$ cat config.mk
export PLATFORM = sky130hd
export DESIGN_NAME = reg_dump
export DESIGN_NICKNAME = d
export VERILOG_FILES = /design/src/rtl/reg_dump.sv
export SDC_FILE = /design/constraint.sdc
export NUM_CORES = 1
export LEC_CHECK = 0
export ABC_AREA = 1
export ABC_CLOCK_PERIOD_IN_PS = 1410
export CAP_MARGIN = 40
export CORE_ASPECT_RATIO = 0.6
export CORE_MARGIN = 4
export CORE_UTILIZATION = 46
export DETAILED_ROUTE_END_ITERATION = 16
export GPL_TIMING_DRIVEN = 0
export PLACE_DENSITY = 0.75
export SYNTH_ARGS = -nofsm -noshare
export SYNTH_HDL_FRONTEND = slang
export SYNTH_SLANG_ARGS = --single-unit
$ cat constraint.sdc
create_clock -name clk -period 1.41 [get_ports clk]
set_clock_uncertainty 0.05 [all_clocks]
set_input_delay 0.3525 -clock clk [delete_from_list [all_inputs] [get_ports clk]]
set_output_delay 0.3525 -clock clk [all_outputs]
set_load 0.02 [all_outputs]
$ cat src/rtl/reg_dump.sv
// Register file dump engine: walks registers 0..NUM_REGS-1 through one read port
// and streams a framed byte sequence (0xA5 header, hi/lo byte pairs, XOR checksum).
module reg_dump #(
    parameter int NUM_REGS = 16,
    parameter int ADDR_W   = 4
) (
    input  logic              clk,
    input  logic              reset,
    input  logic              start,
    output logic              busy,
    output logic              done,
    output logic [ADDR_W-1:0] rd_addr,
    input  logic [15:0]       rd_data,
    output logic [7:0]        out_data,
    output logic              out_valid,
    input  logic              out_ready
);

    typedef enum logic [2:0] {
        S_IDLE,
        S_HDR,
        S_LOAD,
        S_HI,
        S_LO,
        S_CSUM,
        S_DONE
    } state_t;

    localparam logic [7:0]        HEADER   = 8'hA5;
    localparam logic [ADDR_W-1:0] LAST_IDX = ADDR_W'(NUM_REGS - 1);

    state_t            state, state_nx;
    logic [ADDR_W-1:0] index, index_nx;
    logic [7:0]        csum, csum_nx;
    logic [15:0]       snap, snap_nx;
    logic              xfer;

    // Stream handshake: a byte moves on a rising edge where out_valid && out_ready.
    // out_valid and out_data depend only on state/snap/csum, so once raised they
    // hold until that edge, and out_ready never feeds back into them combinationally.
    assign xfer = out_valid && out_ready;

    always_ff @(posedge clk or posedge reset) begin
        if (reset) begin
            state <= S_IDLE;
            index <= '0;
            csum  <= '0;
            snap  <= '0;
        end else begin
            state <= state_nx;
            index <= index_nx;
            csum  <= csum_nx;
            snap  <= snap_nx;
        end
    end

    always_comb begin
        state_nx = state;
        index_nx = index;
        csum_nx  = csum;
        snap_nx  = snap;
        case (state)
            S_IDLE: begin
                if (start) begin
                    index_nx = '0;
                    csum_nx  = '0;
                    state_nx = S_HDR;
                end
            end
            S_HDR: begin
                if (xfer) state_nx = S_LOAD;
            end
            S_LOAD: begin
                // Each register is sampled when reached; the dump is not atomic.
                snap_nx  = rd_data;
                state_nx = S_HI;
            end
            S_HI: begin
                if (xfer) begin
                    csum_nx  = csum ^ snap[15:8];
                    state_nx = S_LO;
                end
            end
            S_LO: begin
                if (xfer) begin
                    csum_nx = csum ^ snap[7:0];
                    if (index == LAST_IDX) begin
                        state_nx = S_CSUM;
                    end else begin
                        index_nx = index + 1'b1;
                        state_nx = S_LOAD;
                    end
                end
            end
            S_CSUM: begin
                if (xfer) state_nx = S_DONE;
            end
            S_DONE: begin
                state_nx = S_IDLE;
            end
            default: begin
                state_nx = S_IDLE;
            end
        endcase
    end

    always_comb begin
        busy      = 1'b0;
        done      = 1'b0;
        out_valid = 1'b0;
        out_data  = 8'h00;
        case (state)
            S_HDR: begin
                busy      = 1'b1;
                out_valid = 1'b1;
                out_data  = HEADER;
            end
            S_LOAD: begin
                busy = 1'b1;
            end
            S_HI: begin
                busy      = 1'b1;
                out_valid = 1'b1;
                out_data  = snap[15:8];
            end
            S_LO: begin
                busy      = 1'b1;
                out_valid = 1'b1;
                out_data  = snap[7:0];
            end
            S_CSUM: begin
                busy      = 1'b1;
                out_valid = 1'b1;
                out_data  = csum;
            end
            S_DONE: begin
                done = 1'b1;
            end
            default: begin
                busy = 1'b0;
            end
        endcase
    end

    assign rd_addr = index;

endmodule

# Word-level counts from Yosys, hierarchy flattened
# Cells that the tools add are included.
[classes]
addsub = 1
eq_ne = 13
muxes = 19
bitwise_logic = 2
n_reduce_logical = 9
[ops]
columns = ["cell", "count"]
rows = [
  ["one-hot mux 8 bit (4 select lines)", 1],
  ["two-way mux 8 bit", 3],
  ["one-hot mux 8 bit (3 select lines)", 1],
  ["two-way mux 3 bit", 6],
  ["one-hot mux 3 bit (6 select lines)", 1],
  ["bitwise XOR 8 bit", 2],
  ["two-way mux 4 bit", 3],
  ["inequality test 2 bit, second input constant", 6],
  ["== test 3 bit, second input constant", 3],
  ["one-hot mux 4 bit (2 select lines)", 1],
  ["AND reduction 4 bit", 2],
  ["== test 3 x 2 -> 1 bit, second input constant", 2],
  ["AND reduction 5 bit", 1],
  ["OR reduction 5 bit", 1],
  ["adder 4 x 1 -> 4 bit, second input constant", 1],
  ["== test 4 bit, second input constant", 1],
  ["OR reduction 4 bit", 1],
  ["== test 3 x 1 -> 1 bit, second input constant", 1],
  ["logical NOT 3 bit", 1],
  ["two-way mux 1 bit", 3],
  ["nonzero test 3 bit", 1],
  ["nonzero test 2 bit", 1],
  ["logical AND 1 bit", 1],
]
[word_totals]
ff_bits = 31
input_bits = 20
output_inout_bits = 15
wordCells = 48

# Longest topological paths before layout
[logic_depth]
word_depth = 6
mapped_depth = 10

# Worst setup path before layout
# OpenSTA, ideal clock, no wires.
[synth_path]
path_kind = "reg-to-output"
startpoint = "register state[0]"
endpoint = "output out_data[0]"
arrival_ns = 1.250
required_ns = 1.008
setup_slack_ns = -0.242
path_stages_with_launch = 6
path_buffers = 1
cell_sequence = "dfrtp_1 > buf_6 > inv_1 > nor2_1 > nand2_1 > o2111ai_1"
[synth_between]
elab_chain_cells = 2
[synth_rtl]
columns = ["item", "line", "text"]
rows = [
  ["start, declared", "32", "state_t state, state_nx;"],
  ["start signal, assigned", "50", "state <= state_nx;"],
  ["== test 3 bit (tied with other cells)", "112", "case (state)"],
  ["one-hot mux 8 bit (4 select lines) (*)", "112", ""],
  ["end, declared", "14", "output logic [7:0] out_data,"],
]
# Every way passes the cells marked *; elsewhere a longest branch is shown, timed or not.

# Final worst setup path
[layout_path]
startpoint = "register state[0]"
endpoint = "output out_data[3]"
# The elaborated chain is that of the path after synthesis.

==> summary.md <==
| Metric | Value |
|---|---|
| Status | `finished with violations` |
| Failing checks | `setup timing` |
| Initial DRC count | `between 150 and 200` |
| Distinct cells, synth | `27` |
| Clock root buffer | `clkbuf_8` |
| Layout cells sized above 1 | `0.489` |
| Post-route setup slack | `-0.528 ns` |
| Clock Path Buffers | `2` |
| Post-synthesis sequential area ratio | `0.426` |
| Endpoint class of the critical path | `output pin` |
| Critical path, cell by cell | `buf_6, nor2_4, buf_8, nand3_2, o211ai_1, buf_4` |
| Vias in the first global route | `between 1500 and 2000` |
| Class of the most critical hold timing path | `in2async` |
| Crit Path Max Fanout | `5` |
| Post-synthesis cell area | `approximately 1800 um^2` |
| Fin crit period | `1.94 ns` |
| Switching share of total power | `0.442` |
| Final Total Pwr | `about 8.1 mW` |
| RSZ-0062 raised after global routing | `yes` |
| YS warnings | `0` |
| Ant. Diodes | `0` |
| Initial Util | `0.487` |
| DRT antenna net count | `0` |
| PortBufs | `34` |
| Clock transition at path regs | `0.08 ns` |
| Gpl congestion | `0.795` |
| Slew HR | `0.617` |
| Per-cell routed wire length | `between 15 and 20 um` |
| Clock latency on the worst-skew pair | `roughly 0.29 ns` |
| Final setup vio count | `26` |
| CP max stage cell | `dfrtp_1` |
| Max-cap violation count | `0` |
| Largest net degree at the start of global routing | `21` |
| Critical Path AT | `1.54 ns` |
| Avg Cell Area, Syn | `slightly above 8 um^2` |
| Num CTS Buffers | `5` |
| Pre-antenna DRT Iters | `6` |
| Routed WL | `approximately 6600 um` |
| # clock sinks | `31` |
| Total track usage | `0.232` |
| Comb power frac | `0.682` |
| TritonCTS clock tree | `yes` |
| Fmax | `roughly 520 MHz` |
| Clk pwr share | `0.116` |
| Worst VDD drop | `approximately 0.002 V` |
| Syn nets | `around 240` |
| I/O Pins | `35` |
| Sequential group share of total power | `0.201` |
| Worst Tran Pin Value | `between 0.5 and 0.6 ns` |
| Final Hold Viols | `0` |
| Area of the die | `5060 um^2` |
| Worst Setup Start Kind | `register` |
| Post-DP HPWL | `3420 um` |
| Initial antenna violation count | `0` |
| Total number of vias | `slightly below 2000` |
| Most common cell after layout, fill and taps aside | `nand2_1` |
| DRC | `0` |
| Tcrit/Tclk final | `1.37` |
| Core area | `3740 um^2` |
| Place WS | `-0.844 ns` |
| Std-Cell Rows | `17` |
| H-tree level count | `2` |
| Reg2Reg Depth | `11` |
| Fin. max-slew vios | `0` |
| Most frequent cells in the layout | `nand2_1 (64), buf_4 (35), dfrtp_1 (29)` |
| R2R Setup Slk | `-0.32 ns` |
| Vias per cell | `between 5 and 6` |
| Setup Crit Path Kind | `reg2out` |
| Hold slack | `around 0.36 ns` |
| Synth Instances | `221` |
| Overflow after GRT | `0` |
| First-pass GRT wire length | `around 9000 um` |
| Psw | `about 3.6 mW` |
| Die extent in y | `approximately 57 um` |
| Worst path max stage delay | `0.38 ns` |
| Post-layout nets | `between 300 and 400` |
| Leak Pwr | `1.50 nW` |
| Pwr per Cell Area | `roughly 2600 nW/um^2` |
| Internal power | `around 4.5 mW` |
| FF-to-FF End | `csum[6]` |
| Synth-to-layout area growth | `72.5%` |
| Synth Register Bits | `31` |
| Die X | `89.2 um` |
| CTS hold repair buffers | `0` |
| Required time worst endpoint | `1.01 ns` |
| RR Startpoint | `state[0]` |
## worst max-delay path: cells and delay by family, from the launching register on
family / cells / cell delay, ns
compound gates: 1 / 0.10
buf+inv: 3 / 0.47
flops: 1 / 0.38
simple gates: 2 / 0.28
## flip-flops by register name, summed over array words and instances, names as in the netlist
name and cells:
snap 16, csum 8, rd_addr 4, state 3
## area by class of cell
cell class / count / area [um^2]
Clock inverter: 2 / 35.0
Fill cell: 207 / 602
Timing Repair Buffer: 78 / 773
Multi-Input combinational cell: 162 / 1200
Buffer: 8 / 114
Clock buffer: 6 / 82.6
Inverter: 20 / 103
Tap cell: 47 / 58.8
Sequential cell: 31 / 778
## worst max-delay path by stage
stage	slack, ns	to	startpoint
after detailed placement	-0.84	out_data[5]	state[2]
after global placement	-0.79	out_data[5]	state[2]
after global routing	-0.58	out_data[4]	state[0]
after CTS	-0.48	busy	state[0]
final	-0.53	out_data[3]	state[0]
after floorplan	-0.13	out_data[3]	state[0]
## synthesized netlist by cell type
cell	instances	share of area
nand2_1	76	0.16
dfrtp_1	31	0.43
nand3_1	30	0.082
inv_1	18	0.037
mux2_2	15	0.093
nor2_1	9	0.019
buf_6	6	0.037
o21ai_0	6	0.016
o2111ai_1	4	0.019
a21oi_1	3	0.0082
buf_2	2	0.0055
nand2_2	2	0.0069
nand2_4	2	0.012
nand4_1	2	0.0069
nor2_4	2	0.012
o211ai_1	2	0.0082
a21oi_4	1	0.0089
ha_1	1	0.0069
inv_2	1	0.0021
inv_4	1	0.0034
nand3_2	1	0.0055
nand4_2	1	0.0069
nor2_2	1	0.0034
nor3_1	1	0.0027
nor3b_1	1	0.0041
o21ai_2	1	0.0048
o221ai_1	1	0.0048
## what timing repair did
| item | CTS | global route |
|---|---|---|
| hold endpoints to repair | 0 | 0 |
| gates cloned | 1 | 2 |
| gates resized for setup | 111 | 60 |
| setup buffers | 20 | 22 |
| setup endpoints to repair | 28 | 35 |
| pin swaps | 7 | 19 |
## power groups by stage
stage | registers [mW] | clock network [mW] | logic (mW)
after detailed placement | 1.56 | 0 | 3.36
after global placement | 1.54 | 0 | 3.30
after floorplan | 1.51 | 0 | 2.38
final | 1.64 | 0.948 | 5.55
after global routing | 1.68 | 0.999 | 5.87
after CTS | 1.56 | 0.952 | 4.19
## kinds of logic after synthesis
family          after synthesis  share of synthesized area
buf+inv                      28                     0.0852
fa+ha+maj                     1                    0.00687
compound gates               18                     0.0707
flops                        31                      0.426
simple gates                128                      0.319
mux                          15                     0.0927
## through the flow
stage | cells | utilization | instance area, um^2 | TNS, ns
CTS | 332 | 0.729 | 2730 | -6.95
detailed placement | 303 | 0.616 | 2300 | -12.53
global route | 354 | 0.839 | 3140 | -10.43
floorplan | 221 | - | 1880 | -0.429
global placement | 302 | 0.608 | 2280 | -26.66
finish | 354 | 0.839 | 3140 | -8.73
## metal layers
metal / share of wire / GRT usage / vias to the layer above
met4: 0.022 / 0.0786 / 0
met5: 0 / 0 / -
met1: 0.42 / 0.326 / 965
met3: 0.081 / 0.0645 / 16
met2: 0.47 / 0.339 / 100
li1: - / - / 904
Note: power is estimated with default switching activity, not from simulation.
